`config.mk`:
```
export PLATFORM = sky130hd
export DESIGN_NAME = fft_stage3_flat
export DESIGN_NICKNAME = d
export VERILOG_FILES = /design/src/rtl/fft_pkg.sv /design/src/rtl/fft_stage3_if.sv /design/src/rtl/fft_rot_w8.sv /design/src/rtl/fft_stage3.sv /design/src/flat_wrapper.sv
export SDC_FILE = /design/constraint.sdc
export NUM_CORES = 1
export LEC_CHECK = 0
export CORE_MARGIN = 5
export CORE_UTILIZATION = 60
export DETAILED_ROUTE_END_ITERATION = 8
export PLACE_DENSITY = 0.87
export SKIP_CTS_REPAIR_TIMING = 1
export SYNTH_ARGS = -nofsm -noshare
export SYNTH_HDL_FRONTEND = slang
export SYNTH_SLANG_ARGS = --single-unit
```
`constraint.sdc`:
```
create_clock -name clk -period 15.2 [get_ports clk]
set_input_delay 1.52 -clock clk [delete_from_list [all_inputs] [get_ports clk]]
set_output_delay 1.52 -clock clk [all_outputs]
set_load 0.1 [all_outputs]
```
`src/rtl/fft_pkg.sv`:
```
// Shared types, constants and fixed-point helpers for the radix-2 SDF FFT stages.
package fft_pkg;

  localparam int DIN_W     = 15;
  localparam int DOUT_W    = DIN_W + 1;
  localparam int DELAY     = 4;
  localparam int COEF      = 181;
  localparam int COEF_FRAC = 8;
  // Headroom for a DIN_W+2 operand times a 9-bit signed coefficient, plus negation.
  localparam int PROD_W    = DOUT_W + 2 + COEF_FRAC + 1;

  typedef logic signed [PROD_W-1:0] wide_t;

  typedef struct packed {
    logic signed [DOUT_W-1:0] r;
    logic signed [DOUT_W-1:0] i;
  } cplx_t;

  typedef enum logic [1:0] {IDLE, RUN, FLUSH} state_t;

  localparam wide_t RND_HALF = wide_t'(2 ** (COEF_FRAC - 1));
  localparam wide_t SAT_MAX  = wide_t'(2 ** (DOUT_W - 1) - 1);
  localparam wide_t SAT_MIN  = wide_t'(-(2 ** (DOUT_W - 1)));

  function automatic wide_t round_prod(input wide_t p);
    return (p + RND_HALF) >>> COEF_FRAC;
  endfunction

  function automatic logic signed [DOUT_W-1:0] sat_out(input wide_t v);
    if (v > SAT_MAX) return SAT_MAX[DOUT_W-1:0];
    if (v < SAT_MIN) return SAT_MIN[DOUT_W-1:0];
    return v[DOUT_W-1:0];
  endfunction

endpackage

```
`src/rtl/fft_stage3_if.sv`:
```
// Stream bus between STAGE2, fft_stage3 and STAGE4 (15-bit in, 16-bit out).
interface fft_stage3_if;
  import fft_pkg::*;

  logic                     valid_i;
  logic signed [DIN_W-1:0]  data_in_r;
  logic signed [DIN_W-1:0]  data_in_i;
  logic                     valid_o;
  logic signed [DOUT_W-1:0] data_out_r;
  logic signed [DOUT_W-1:0] data_out_i;

  modport master (
    output valid_i, data_in_r, data_in_i,
    input  valid_o, data_out_r, data_out_i
  );

  modport slave (
    input  valid_i, data_in_r, data_in_i,
    output valid_o, data_out_r, data_out_i
  );
endinterface

```
`src/rtl/fft_rot_w8.sv`:
```
// Combinational W8^k twiddle rotator with rounding and output saturation.
module fft_rot_w8
  import fft_pkg::*;
(
  input  logic [1:0] k,
  input  cplx_t      x,
  output cplx_t      y
);

  localparam wide_t CW = wide_t'(COEF);

  wide_t xr, xi, s, d;

  always_comb begin
    xr = wide_t'(x.r);
    xi = wide_t'(x.i);
    s  = xr + xi;
    d  = xi - xr;
    y  = '0;
    case (k)
      2'd0: begin
        y.r = sat_out(xr);
        y.i = sat_out(xi);
      end
      2'd1: begin
        y.r = sat_out(round_prod(CW * s));
        y.i = sat_out(round_prod(CW * d));
      end
      2'd2: begin
        y.r = sat_out(xi);
        y.i = sat_out(-xr);
      end
      default: begin
        // c*(-r-i) formed as -(c*(r+i)) before rounding; identical value, no extra operand bit.
        y.r = sat_out(round_prod(CW * d));
        y.i = sat_out(round_prod(-(CW * s)));
      end
    endcase
  end

endmodule

```
`src/rtl/fft_stage3.sv`:
```
// Third R2SDF DIF stage: span-4 butterflies through a 4-deep feedback line, W8^k on differences.
module fft_stage3
  import fft_pkg::*;
(
  input  logic          clk,
  input  logic          rst_n,  // active-high despite the legacy name
  fft_stage3_if.slave   bus
);

  state_t     state_q, state_d;
  logic [2:0] n_q, n_d;
  logic       has_diff_q, has_diff_d;
  logic       valid_o_q, valid_o_d;
  cplx_t      out_q, out_d;
  cplx_t      dl_q [DELAY];
  cplx_t      dl_d [DELAY];
  cplx_t      head, in_c, push_c, rot_y;
  logic       shift;

  assign head = dl_q[DELAY-1];

  fft_rot_w8 u_rot (
    .k (n_q[1:0]),
    .x (head),
    .y (rot_y)
  );

  always_comb begin
    state_d    = state_q;
    n_d        = n_q;
    has_diff_d = has_diff_q;
    valid_o_d  = 1'b0;
    out_d      = out_q;
    shift      = 1'b0;
    push_c     = '0;
    in_c.r     = {bus.data_in_r[DIN_W-1], bus.data_in_r};
    in_c.i     = {bus.data_in_i[DIN_W-1], bus.data_in_i};

    case (state_q)
      IDLE, RUN: begin
        if (bus.valid_i) begin
          shift   = 1'b1;
          state_d = RUN;
          n_d     = n_q + 3'd1;
          if (!n_q[2]) begin
            push_c    = in_c;
            out_d     = rot_y;
            valid_o_d = has_diff_q;
            if (n_q == 3'd3) has_diff_d = 1'b0;
          end else begin
            push_c.r  = head.r - in_c.r;
            push_c.i  = head.i - in_c.i;
            out_d.r   = head.r + in_c.r;
            out_d.i   = head.i + in_c.i;
            valid_o_d = 1'b1;
            if (n_q == 3'd7) has_diff_d = 1'b1;
          end
        end else if (state_q == RUN && n_q == 3'd0) begin
          // The first stored difference leaves in the decision cycle so the frame output stays contiguous.
          if (has_diff_q) begin
            shift     = 1'b1;
            out_d     = rot_y;
            valid_o_d = 1'b1;
            n_d       = 3'd1;
            state_d   = FLUSH;
          end else begin
            state_d = IDLE;
          end
        end
      end
      FLUSH: begin
        shift     = 1'b1;
        out_d     = rot_y;
        valid_o_d = 1'b1;
        n_d       = n_q + 3'd1;
        if (n_q == 3'd3) begin
          state_d    = IDLE;
          n_d        = '0;
          has_diff_d = 1'b0;
        end
      end
      default: state_d = IDLE;
    endcase

    dl_d = dl_q;
    if (shift) begin
      dl_d[0] = push_c;
      for (int unsigned j = 1; j < DELAY; j++) dl_d[j] = dl_q[j-1];
    end
  end

  always_ff @(posedge clk) begin
    if (rst_n) begin
      state_q    <= IDLE;
      n_q        <= '0;
      has_diff_q <= 1'b0;
      valid_o_q  <= 1'b0;
      out_q      <= '0;
    end else begin
      state_q    <= state_d;
      n_q        <= n_d;
      has_diff_q <= has_diff_d;
      valid_o_q  <= valid_o_d;
      out_q      <= out_d;
    end
    dl_q <= dl_d;
  end

  assign bus.valid_o    = valid_o_q;
  assign bus.data_out_r = out_q.r;
  assign bus.data_out_i = out_q.i;

endmodule
```
`src/flat_wrapper.sv`:
```
// flat-port wrapper written by rule: the top's interface ports become plain ports
module fft_stage3_flat import fft_pkg::*;
  (clk, rst_n, bus_valid_i, bus_data_in_r, bus_data_in_i, bus_valid_o, bus_data_out_r, bus_data_out_i);
  fft_stage3_if bus_i ();
  input  logic clk;
  input  logic rst_n;
  input wire logic [$bits(bus_i.valid_i)-1:0] bus_valid_i;
  input wire logic [$bits(bus_i.data_in_r)-1:0] bus_data_in_r;
  input wire logic [$bits(bus_i.data_in_i)-1:0] bus_data_in_i;
  output wire logic [$bits(bus_i.valid_o)-1:0] bus_valid_o;
  output wire logic [$bits(bus_i.data_out_r)-1:0] bus_data_out_r;
  output wire logic [$bits(bus_i.data_out_i)-1:0] bus_data_out_i;
  assign bus_i.valid_i = bus_valid_i;
  assign bus_i.data_in_r = bus_data_in_r;
  assign bus_i.data_in_i = bus_data_in_i;
  assign bus_valid_o = bus_i.valid_o;
  assign bus_data_out_r = bus_i.data_out_r;
  assign bus_data_out_i = bus_i.data_out_i;
  fft_stage3 u_core (.clk(clk), .rst_n(rst_n), .bus(bus_i));
endmodule
```
* Yosys cells after proc, flatten, opt, wreduce, memory -nomap -nowiden *
Cells that the tools add are included.

word-level totals
  register bits after elaboration = 167
  input bits = 33
  logic and storage cells = 155

operators by class
  add/sub/neg operators = 12
  multipliers = 2
  order comparisons = 12
  equality and inequality tests = 11
  mux-type cells = 93
  reduce and logical (&&, ||, !) cells = 11

operator list
  operator               number
  $mux 16                28
  $mux 32                5
  $pmux 32 s3            1
  $pmux 32 s2            1
  $gt 19x16->1 const B   3
  $lt 19x16->1 const B   3
  $add 27x9->27 const B  2
  $mux 1                 45
  $add 16x15->16         2
  $gt 16x16->1 const B   2
  $lt 16x16->1 const B   2
  $sub 16x15->16         2
  $add 26x9->27 const B  1
  $gt 27x16->1 const B   1
  $lt 27x16->1 const B   1
  $mul 9x27->27 const A  1
  $neg 16->27            1
  $neg 27->27            1
  $mul 9x17->26 const A  1
  $add 16x16->17         1
  $sub 16x16->17         1
  $mux 3                 4
  $mux 2                 4
  $ne 3x2->1 const B     2
  19 further kinds       26

* Depth between registers and ports, before layout *
  depth after elaboration = 16
  depth in mapped cells = 36
  depth with buffers taken out = 32

* Modules after synthesis *
From an unflattened synthesis, not the netlist that was laid out.

second synthesis, totals
  cell total of the unflattened synthesis = 2095
  area, all modules = 18979.5 µm²

by module, submodules not included
  module      instances  cells an instance  area each (µm²)  sequential area each (µm²)
  fft_rot_w8  1          1229               9912.0           0.0
  fft_stage3  1          866                9067.4           4624.4

* Worst setup path before layout *
No wires, ideal clock.

  path type = register to register
  from = reg u_core.dl_q[18] in the netlist's numbering
  to = reg u_core.out_q, in the netlist u_core.bus.data_out_r[11]
  data arrival time = 8111 ps
  required time = 15082 ps
  path slack = 6972 ps
  stages on the path, launching flop included = 35
  buffers on the path = 3
  period minus slack after synthesis = 8228 ps
  cell sequence = edfxtp_1 > clkbuf_1 > inv_1 > ha_1 > buf_2 > nor2_1 > nor2_1 > o41ai_1 > a21boi_0 > o21ai_0 > a21oi_1 > o21bai_1 > xnor2_1 > inv_1 > ha_1 > inv_1 > fa_1 > inv_1 > fa_1 > inv_1 > fa_1 > inv_1 > ha_1 > nand3_1 > o2bb2ai_1 > a22o_1 > o41ai_2 > xnor2_1 > o2111ai_1 > or3_1 > o311a_1 > o21ai_1 > clkbuf_1 > o211ai_1 > a22o_1

between the ends
  word-level cells in the longest chain between the ends = 14

RTL lines
  element                                                  RTL line                            RTL
  from (decl)                                              fft_stage3.sv:15                    cplx_t dl_q [DELAY];
  from (signal assigned)                                   fft_stage3.sv:106                   dl_q <= dl_d;
  $add 16x16->17 / $sub 16x16->17 (equally long branches)  fft_rot_w8.sv:17, fft_rot_w8.sv:18
  $mul 9x27->27 / $mul 9x17->26 (equally long branches)    fft_rot_w8.sv:26, fft_rot_w8.sv:35
  $add 27x9->27 / $add 26x9->27 (equally long branches)    fft_pkg.sv:26                       return (p + RND_HALF) >>> COEF_FRAC;
  $lt 19x16->1                                             fft_pkg.sv:31                       if (v < SAT_MIN) return SAT_MIN[DOUT_W-1:0];
  $mux 1 (2 in a row)                                      fft_pkg.sv:31
  $mux 1                                                   fft_rot_w8.sv:20                    case (k)
  $mux 16                                                  fft_pkg.sv:32                       return v[DOUT_W-1:0];
  $mux 16                                                  fft_pkg.sv:31
  $pmux 32 s3                                              fft_rot_w8.sv:20
  $mux 32                                                  fft_stage3.sv:60                    if (has_diff_q) begin
  $mux 32                                                  fft_stage3.sv:58                    end else if (state_q == RUN && n_q == 3'd0) begin
  $mux 32                                                  fft_stage3.sv:41                    if (bus.valid_i) begin
  $pmux 32 s2 (*)                                          fft_stage3.sv:39                    case (state_q)
  to (signal assigned)                                     fft_stage3.sv:104                   out_q <= out_d;
  to (decl)                                                fft_stage3.sv:14                    cplx_t out_q, out_d;

Every way passes the cells marked *; elsewhere a longest branch is shown, timed or not. The select of a mux whose other input is x is not followed.
A chain may end at the register's enable or synchronous reset.

* Worst setup path after layout *
  from = reg u_core.dl_q[16] in the netlist's numbering
  to = reg u_core.out_q, in the netlist u_core.bus.data_out_r[13]

The elaborated chain is that of the path after synthesis.

==> metrics.txt <==
Main synth FF type=edfxtp_1; routed len/inst=between 20 and 25 um; max_cap viols=1; critical path class=reg2reg; Worst Hold Slack=approximately 0.42 ns; Port-buffer cells=65; vias after detailed routing=~16000; total CTS buffers=17; initial antenna violation count=0; Area growth syn-to-layout=8.60%; #FFs+latches synth=between 150 and 200; most frequent cells in the layout=273 x inv_1, 260 x ha_1, 193 x nor2_1; max frequency=just under 100 MHz; Detail Route Antenna Nets=0; first-pass GRT wire length=around 89 mm; clk slew on worst S/H paths=~0.070 ns; synth unique cells=90; layout cell share with drive strength beyond 1=4.75%; CP Launch Type=flip-flop; # diodes=0; Die Wd=187 um; Final min period=about 10 ns; post-DP HPWL=~46 mm; unrepaired setup endpoints after global routing=no; Layout fillers=roughly 2500; Mapped Nets=roughly 2500; Critical Path RT=roughly 16 ns; vias in the first global route=15772; H-Tree Depth=4; DRT iter0 DRCs=between 1500 and 2000; Mapped Area=0.0187 mm2; Rel. slew slack=-1.19%; ranking of synthesized cells by area=edfxtp_1 21%, ha_1 17%, fa_1 10%, inv_1 5.5%, xnor2_1 5.0%; Root Driver=clkbuf_16; clock skew=roughly 0.011 ns; Core Region=between 0.03 and 0.04 mm2; most common cell after layout, fill and taps aside=inv_1; EDFF count, synth=128; site row count=64; post-synth top area cell=edfxtp_1; FF-to-FF setup slack=approximately 5.1 ns; Synth Instances=2087; clock sink count=~170; run status=finished with violations; Syn. warnings=0; Final Hold Vio Count=0; largest net degree at the start of global routing=83; GR Util All Layers=a little under a third; top cell type's share of synthesized area=between 20% and 30%; Nets=2501; most used cell, CP=inv_1; clk_lat worst skew=0.44 ns; post-synthesis sequential area ratio=about a quarter; total gr overflow=0; worst slew pin tran=about 1.5 ns; largest fanout on the critical path=14; synthesized area per cell=between 8 and 9 um2; Max stage delay on crit path=1.15 ns; failing checks=capacitance limit, slew limit; final wirelength=about 58 mm; clk buf depth=2; slowest stage cell, crit path=o21ai_1; Ports=66; Placer Congestion=slightly above 1; Pre-antenna DRT Iters=7; Critical Path End Type=flip-flop; Final setup viols=0; HP Class=reg2reg; DR DRC count=0; Setup TNS=0 ns; chip height=~190 um; Initial Util=about three fifths; ys async rst share=0%; CTS tree=yes; die area=roughly 0.035 mm2; DR vias/cell=between 6 and 7; fin crit share=between 60% and 70%; Final Max Tran Viols=15; CP arrival=about 10 ns
[layer usage]
metal	vias up	GRT usage (%)	share of wire (%)
li1	7432	-	-
met1	7727	43.4	41
met2	839	51.4	46
met3	153	4.39	8.7
met4	0	13.8	4.7
met5	-	0	0
[state kept, by name, summed over array words and instances, names as in the netlist]
register / cells
u_core.state_q: 2
u_core.bus.data_out_i: 16
u_core.dl_q: 128
u_core.bus.data_out_r: 16
u_core.has_diff_q: 1
u_core.n_q: 3
u_core.bus.valid_o: 1
[layout make-up]
| cell class | instances | area, um2 | share of cell area [%] |
|---|---|---|---|
| multi-input cells | 1569 | 12700 | 62.7 |
| flip-flops and latches | 167 | 4620 | 22.8 |
| inverters | 278 | 1050 | 5.15 |
| repair buffers | 82 | 778 | 3.83 |
| well taps | 396 | 495 | 2.44 |
| clock buffers | 17 | 425 | 2.09 |
| clock inverters | 15 | 200 | 0.985 |
[kinds of logic after synthesis]
| group | count (synthesis) | synth area share (%) |
|---|---|---|
| and+or+nand+nor | 547 | 14.1 |
| AOI/OAI and AO/OA | 512 | 19.1 |
| adders and majority gates | 353 | 27.3 |
| buffers and inverters | 351 | 7.14 |
| DFF | 167 | 24.7 |
| xor gates and xnor gates | 143 | 6.78 |
| muxes | 14 | 0.756 |
[critical path, delay by kind of cell, from the launching register on]
kind | cells | cell delay [ns]
AOI/OAI and AO/OA | 12 | 4.48
xor gates and xnor gates | 2 | 0.64
adders and majority gates | 7 | 2.91
buffers and inverters | 6 | 0.48
DFF | 1 | 0.52
and+or+nand+nor | 5 | 0.99
[cell usage after synthesis (18+ instances only)]
cell type and count:
a21oi_1 139, edfxtp_1 128, fa_1 93, inv_1 273, nor2b_1 23, a211oi_1 20
o21a_1 18, nor3_1 60, xor2_1 34, dfxtp_1 39, a21o_1 23, xnor2_1 107
a22oi_1 33, ha_1 260, or2_2 18, nand2_1 95, clkbuf_1 57, nor2_1 193
o211ai_1 24, nand2b_1 19, and3_1 18, o21ai_0 73, nand3_1 42
[stage by stage]
stage	setup slack [ns]	instances	utilization (%)	cell area [um2]
2_1_floorplan	6.97	2087	-	18700
3_3_place_gp	5.68	2492	64.2	19700
3_5_place_dp	5.37	2492	64.2	19700
4_1_cts	5.33	2524	66.2	20300
5_1_grt	4.52	2524	66.2	20300
6_report	5.07	2524	66.2	20300
[final timing paths]
| path | from | endpoint | cells after the start |
|---|---|---|---|
| worst max-delay path | u_core.dl_q[16]$_DFFE_PP_ | u_core.bus.data_out_r[13]$_SDFFE_PP0P_ | 32 |
| worst min-delay path | u_core.dl_q[64]$_DFFE_PP_ | u_core.dl_q[32]$_DFFE_PP_ | 0 |
| worst min register to register | u_core.dl_q[64]$_DFFE_PP_ | u_core.dl_q[32]$_DFFE_PP_ | 0 |
| worst max register to register | u_core.dl_q[16]$_DFFE_PP_ | u_core.bus.data_out_r[13]$_SDFFE_PP0P_ | 32 |
Power is left out: the tool's default activity adds up to more than one toggle a clock period on the data nets, which glitch-free logic cannot reach.
==> edit 1 (config.mk and constraints unchanged) <==
The 3 states of `state_t` get a one-hot encoding in 3 bits.
--- a/src/rtl/fft_pkg.sv
+++ b/src/rtl/fft_pkg.sv
@@ -16,7 +16,7 @@
     logic signed [DOUT_W-1:0] i;
   } cplx_t;
 
-  typedef enum logic [1:0] {IDLE, RUN, FLUSH} state_t;
+  typedef enum logic [2:0] {IDLE = 3'b001, RUN = 3'b010, FLUSH = 3'b100} state_t;
 
   localparam wide_t RND_HALF = wide_t'(2 ** (COEF_FRAC - 1));
   localparam wide_t SAT_MAX  = wide_t'(2 ** (DOUT_W - 1) - 1);
Check against the original RTL: no difference found for any inputs over 4 cycles, from zero or initial values and one cycle with rst_n high; so few cycles prove little.
==> edit 1 against the original RTL <==
- sequential cell count rose by 1
- design area down 0.44%
- routed wire length down 6.4%
- area after synthesis is 0.23% lower
- worst setup slack better by 0.14 ns
- critical endpoint is now u_core.bus.data_out_r[0]
Power is left out: the tool's default activity adds up to more than one toggle a clock period on the data nets, which glitch-free logic cannot reach.
==> edit 1: results (changes against the original RTL) <==
outcome finished, final reports clean (was complete, but fails checks); 1st-iter DRT viols 1483 (was 1867); synth warn 0 (unchanged); clock skew 0.00764 ns (was 0.0107 ns); Async SR Flop Fraction 0% (unchanged); CP Max Fanout 15 (was 14); Largest register FFs 128 (unchanged); final worst slack 5.21 ns (was 5.07 ns); Num CTS Buffers 17 (unchanged); FILL cells 2390 (was 2463); Final HPWL DP 42.6 mm (was 45.5 mm); Top delay family on crit path compound AO/OA/AOI/OAI gates (unchanged); GRT Util Overall 30.7% (was 32.0%); Seq/Total Area, Yosys 24.9% (was 24.7%); DRT Pass-1 Iters 5 (was 7); pin count of the biggest net entering global routing 79 (was 83); worst hold slack 0.417 ns (about the same); slowest cell delay on critical path 0.68 ns (was 1.15 ns); first-pass GRT wire length 86.2 mm (was 89.2 mm); drt total wl 54.0 mm (was 57.7 mm); r2r setup slk 5.21 ns (was 5.07 ns); CP max-delay cell a21boi_2 (was o21ai_1); number of distinct library cells after synthesis 93 (was 90); port buffer count 65 (unchanged); Synth Flop Type edfxtp_1 (unchanged); layout cells sized above 1 4.61% (was 4.75%); clock root buffer clkbuf_16 (unchanged); H-tree depth 4 (unchanged); antenna cells 0 (unchanged); number of flops mapped to enable cells by yosys 128 (unchanged); via count 15800 (was 16200); post-place setup slack 5.27 ns (was 5.37 ns); Worst-Margin Slew 1.01 ns (was 1.51 ns); initial antenna violation count 1 (was 0); CTS clock-pin slew for the worst setup and hold paths 0.08 ns; Finish-stage setup viols 0 (unchanged); Synth top cells by count 270 x inv_1, 260 x ha_1, 150 x a21oi_1, 144 x nor2_1, 128 x edfxtp_1 (was 273 x inv_1, 260 x ha_1, 193 x nor2_1, 139 x a21oi_1, 128 x edfxtp_1); routability cong. 1.03 (was 1.04); top post-synthesis cells by area edfxtp_1 21%, ha_1 17%, fa_1 10% (unchanged); fin nets 2478 (was 2501); Critical Path AT 10.31 ns (was 10.46 ns)
==> edit 1: cell types whose count changed after synthesis, sizes merged, moves of 7 or more <==
cell,delta
o311ai,-9
a221oi,-12
a21o,+7
or2,-8
o21ai,-15
nor2,-49
nand2,+27
a22oi,-10
a21oi,+18
nor4,+13
o22ai,+9
o211ai,-15
==> edit 1: final timing paths <==
kind | start | to | cells after the start
max | u_core.dl_q[1] | u_core.bus.data_out_r[0] | 34
min | u_core.dl_q[43] | u_core.dl_q[11] | 0
max reg2reg | u_core.dl_q[1] | u_core.bus.data_out_r[0] | 34
min reg2reg | u_core.dl_q[43] | u_core.dl_q[11] | 0
==> edit 1: stage by stage <==
step,std cells,cell area [um^2]
floorplan,2069,18700
global placement,2469,19600
detailed placement,2469,19600
CTS,2501,20200
global route,2501,20200
finish,2501,20200
==> edit 1: kinds of logic after synthesis <==
| family | Yosys count | share of synthesized area [%] |
|---|---|---|
| AOI/OAI and AO/OA | 488 | 17.7 |
| buffers and inverters | 348 | 7.15 |
| xor gates and xnor gates | 146 | 6.85 |
| DFF | 168 | 24.9 |
| muxes | 18 | 0.979 |
| and+or+nand+nor | 548 | 15.0 |
| adders and majority gates | 353 | 27.4 |
==> edit 1: routing by layer <==
| metal | up-vias | global-route usage, % | part of all wire [%] | wire (um) |
|---|---|---|---|---|
| met5 | - | 0 | 0.026 | 14 |
| met4 | 2 | 13.2 | 4.5 | 2450 |
| met3 | 155 | 4.54 | 7.6 | 4110 |
| met2 | 757 | 51.0 | 47 | 25500 |
| met1 | 7578 | 40.2 | 41 | 22000 |
| li1 | 7351 | - | - | - |
==> edit 1: layout make-up <==
class / count / area [um^2] / area share (%)
clock buffers: 17 / 425 / 2.10
clock inverters: 15 / 171 / 0.847
inverters: 272 / 1030 / 5.07
multi-input cells: 1553 / 12700 / 62.8
flip-flops and latches: 168 / 4650 / 23.0
well taps: 396 / 495 / 2.45
repair buffers: 80 / 763 / 3.77
==> edit 2 (same settings) <==
Without the edit above. The package constant `COEF_FRAC` goes from 8 to 6.
--- a/src/rtl/fft_pkg.sv
+++ b/src/rtl/fft_pkg.sv
@@ -5,7 +5,7 @@
   localparam int DOUT_W    = DIN_W + 1;
   localparam int DELAY     = 4;
   localparam int COEF      = 181;
-  localparam int COEF_FRAC = 8;
+  localparam int COEF_FRAC = 6;
   // Headroom for a DIN_W+2 operand times a 9-bit signed coefficient, plus negation.
   localparam int PROD_W    = DOUT_W + 2 + COEF_FRAC + 1;
 
Check against the original RTL: same outputs for any inputs over 4 cycles, from zero or initial values and one cycle with rst_n high; that may be too few to reach the edited logic, so the function may still have changed.
==> edit 2 against the original RTL <==
- routed wire length is 1.5% lower
- count of clock-buffer cells in the layout is 1 higher
- design area hardly changed
- area after synthesis is 0.23% higher
- utilization is 0.14 points lower
- clock skew is 0.0012 ns higher
- sequential cell count stayed put
- worst setup slack better by 0.44 ns
- first-iteration DRC count is 5.0% higher
- via count is 1.1% higher
- largest cell class unchanged
Power is left out: the tool's default activity adds up to more than one toggle a clock period on the data nets, which glitch-free logic cannot reach.
==> edit 2: results (changes against the original RTL) <==
Worst-Margin Slew 1.02 ns (was 1.51 ns); drt total wl 56.8 mm (was 57.7 mm); Seq/total area 22.8% (about the same); number of distinct library cells after synthesis 85 (was 90); GRT Util Overall 31.5% (was 32.0%); CP max-delay cell a2111oi_0 (was o21ai_1); FILL cells 2470 (was 2463); routability cong. 1.04 (about the same); top post-synthesis cells by area edfxtp_1 20%, ha_1 17%, fa_1 9.8% (was edfxtp_1 21%, ha_1 17%, fa_1 10%); fraction of area in multi-input gates 62.4% (was 62.7%); pin count of the biggest net entering global routing 78 (was 83); final-layout clock-cell area share 3.00% (was 3.08%); #MultiIn Comb 1545 (was 1569); area delta synth->final 8.40% (was 8.60%); Final HPWL DP 44.5 mm (was 45.5 mm); DRT Pass-1 Iters 8 (was 7); Seq/Total Area, Yosys 24.7% (about the same); layout cells sized above 1 4.14% (was 4.75%); Non-clk invs 303 (was 278); clkbuf count 18 (was 17); Non-clock buffers 81 (was 82); CP Max Fanout 20 (was 14); via count 16300 (was 16200); Critical Path AT 10.02 ns (was 10.46 ns); DP Area 19700 um^2 (about the same); Clock Path Buffers 2 (unchanged); outcome finished, final reports clean (was complete, but fails checks); slowest cell delay on critical path 0.93 ns (was 1.15 ns); clock skew 0.0119 ns (was 0.0107 ns); vias in the first global route 16100 (was 15800); Signal buf overhead 3.79% (was 3.83%); Synth top cells by count 301 x inv_1, 262 x ha_1, 153 x nor2_1, 131 x a21oi_1, 128 x edfxtp_1 (was 273 x inv_1, 260 x ha_1, 193 x nor2_1, 139 x a21oi_1, 128 x edfxtp_1); first-pass GRT wire length 87.7 mm (was 89.2 mm); vias per std cell 6.47 (was 6.40); mapped cell area 18800 um^2 (was 18700 um^2)
[edit 2: cell types whose count changed after synthesis, sizes merged, moves of 7 or more]
cell	delta
o311ai	-7
a22oi	-20
nor3	-10
inv	+25
o32ai	+7
a221oi	-10
mux2i	+8
a21o	+11
a21oi	-8
a31oi	+8
o211ai	-8
nor2	-40
[edit 2: logic make-up (layout without fill, tap and decap cells)]
group	Yosys count	in the layout	share of synthesized area [%]
adders and majority gates	354	354	27.3
buffers and inverters	379	416	7.73
muxes	22	22	1.18
DFF	167	167	24.7
AOI/OAI and AO/OA	501	501	18.4
and+or+nand+nor	523	523	13.9
xor gates and xnor gates	145	145	6.77
[edit 2: final timing paths]
kind                            cells after the start                   endpoint  slack (ns)        startpoint
worst max-delay path                               36  u_core.bus.data_out_r[14]        5.51   u_core.dl_q[17]
worst min-delay path                                0            u_core.dl_q[93]        0.42  u_core.dl_q[125]
worst max register to register                     36  u_core.bus.data_out_r[14]        5.51   u_core.dl_q[17]
worst min register to register                      0            u_core.dl_q[93]        0.42  u_core.dl_q[125]
[edit 2: metal layers]
metal	vias to the layer above	share of wire (%)	global-route usage [%]
met4	0	5.4	14.9
li1	7416	-	-
met3	206	8.4	3.81
met1	7817	40	41.7
met2	890	46	51.8
met5	-	0	0
[edit 2: metrics by stage]
step           setup slack (ns)  utilization (%)
6_report                   5.51             66.1
5_1_grt                    4.93             66.1
4_1_cts                    5.67             66.1
3_5_place_dp               5.75             64.1
3_3_place_gp               5.96             64.1
2_1_floorplan              6.99                -
[edit 2: worst reg2reg max path, delay by kind of cell, from the launching register on]
family | cells | cell delay (ns)
AOI/OAI and AO/OA | 16 | 4.01
adders and majority gates | 7 | 2.77
and+or+nand+nor | 6 | 1.04
buffers and inverters | 6 | 0.69
xor gates and xnor gates | 1 | 0.58
DFF | 1 | 0.48
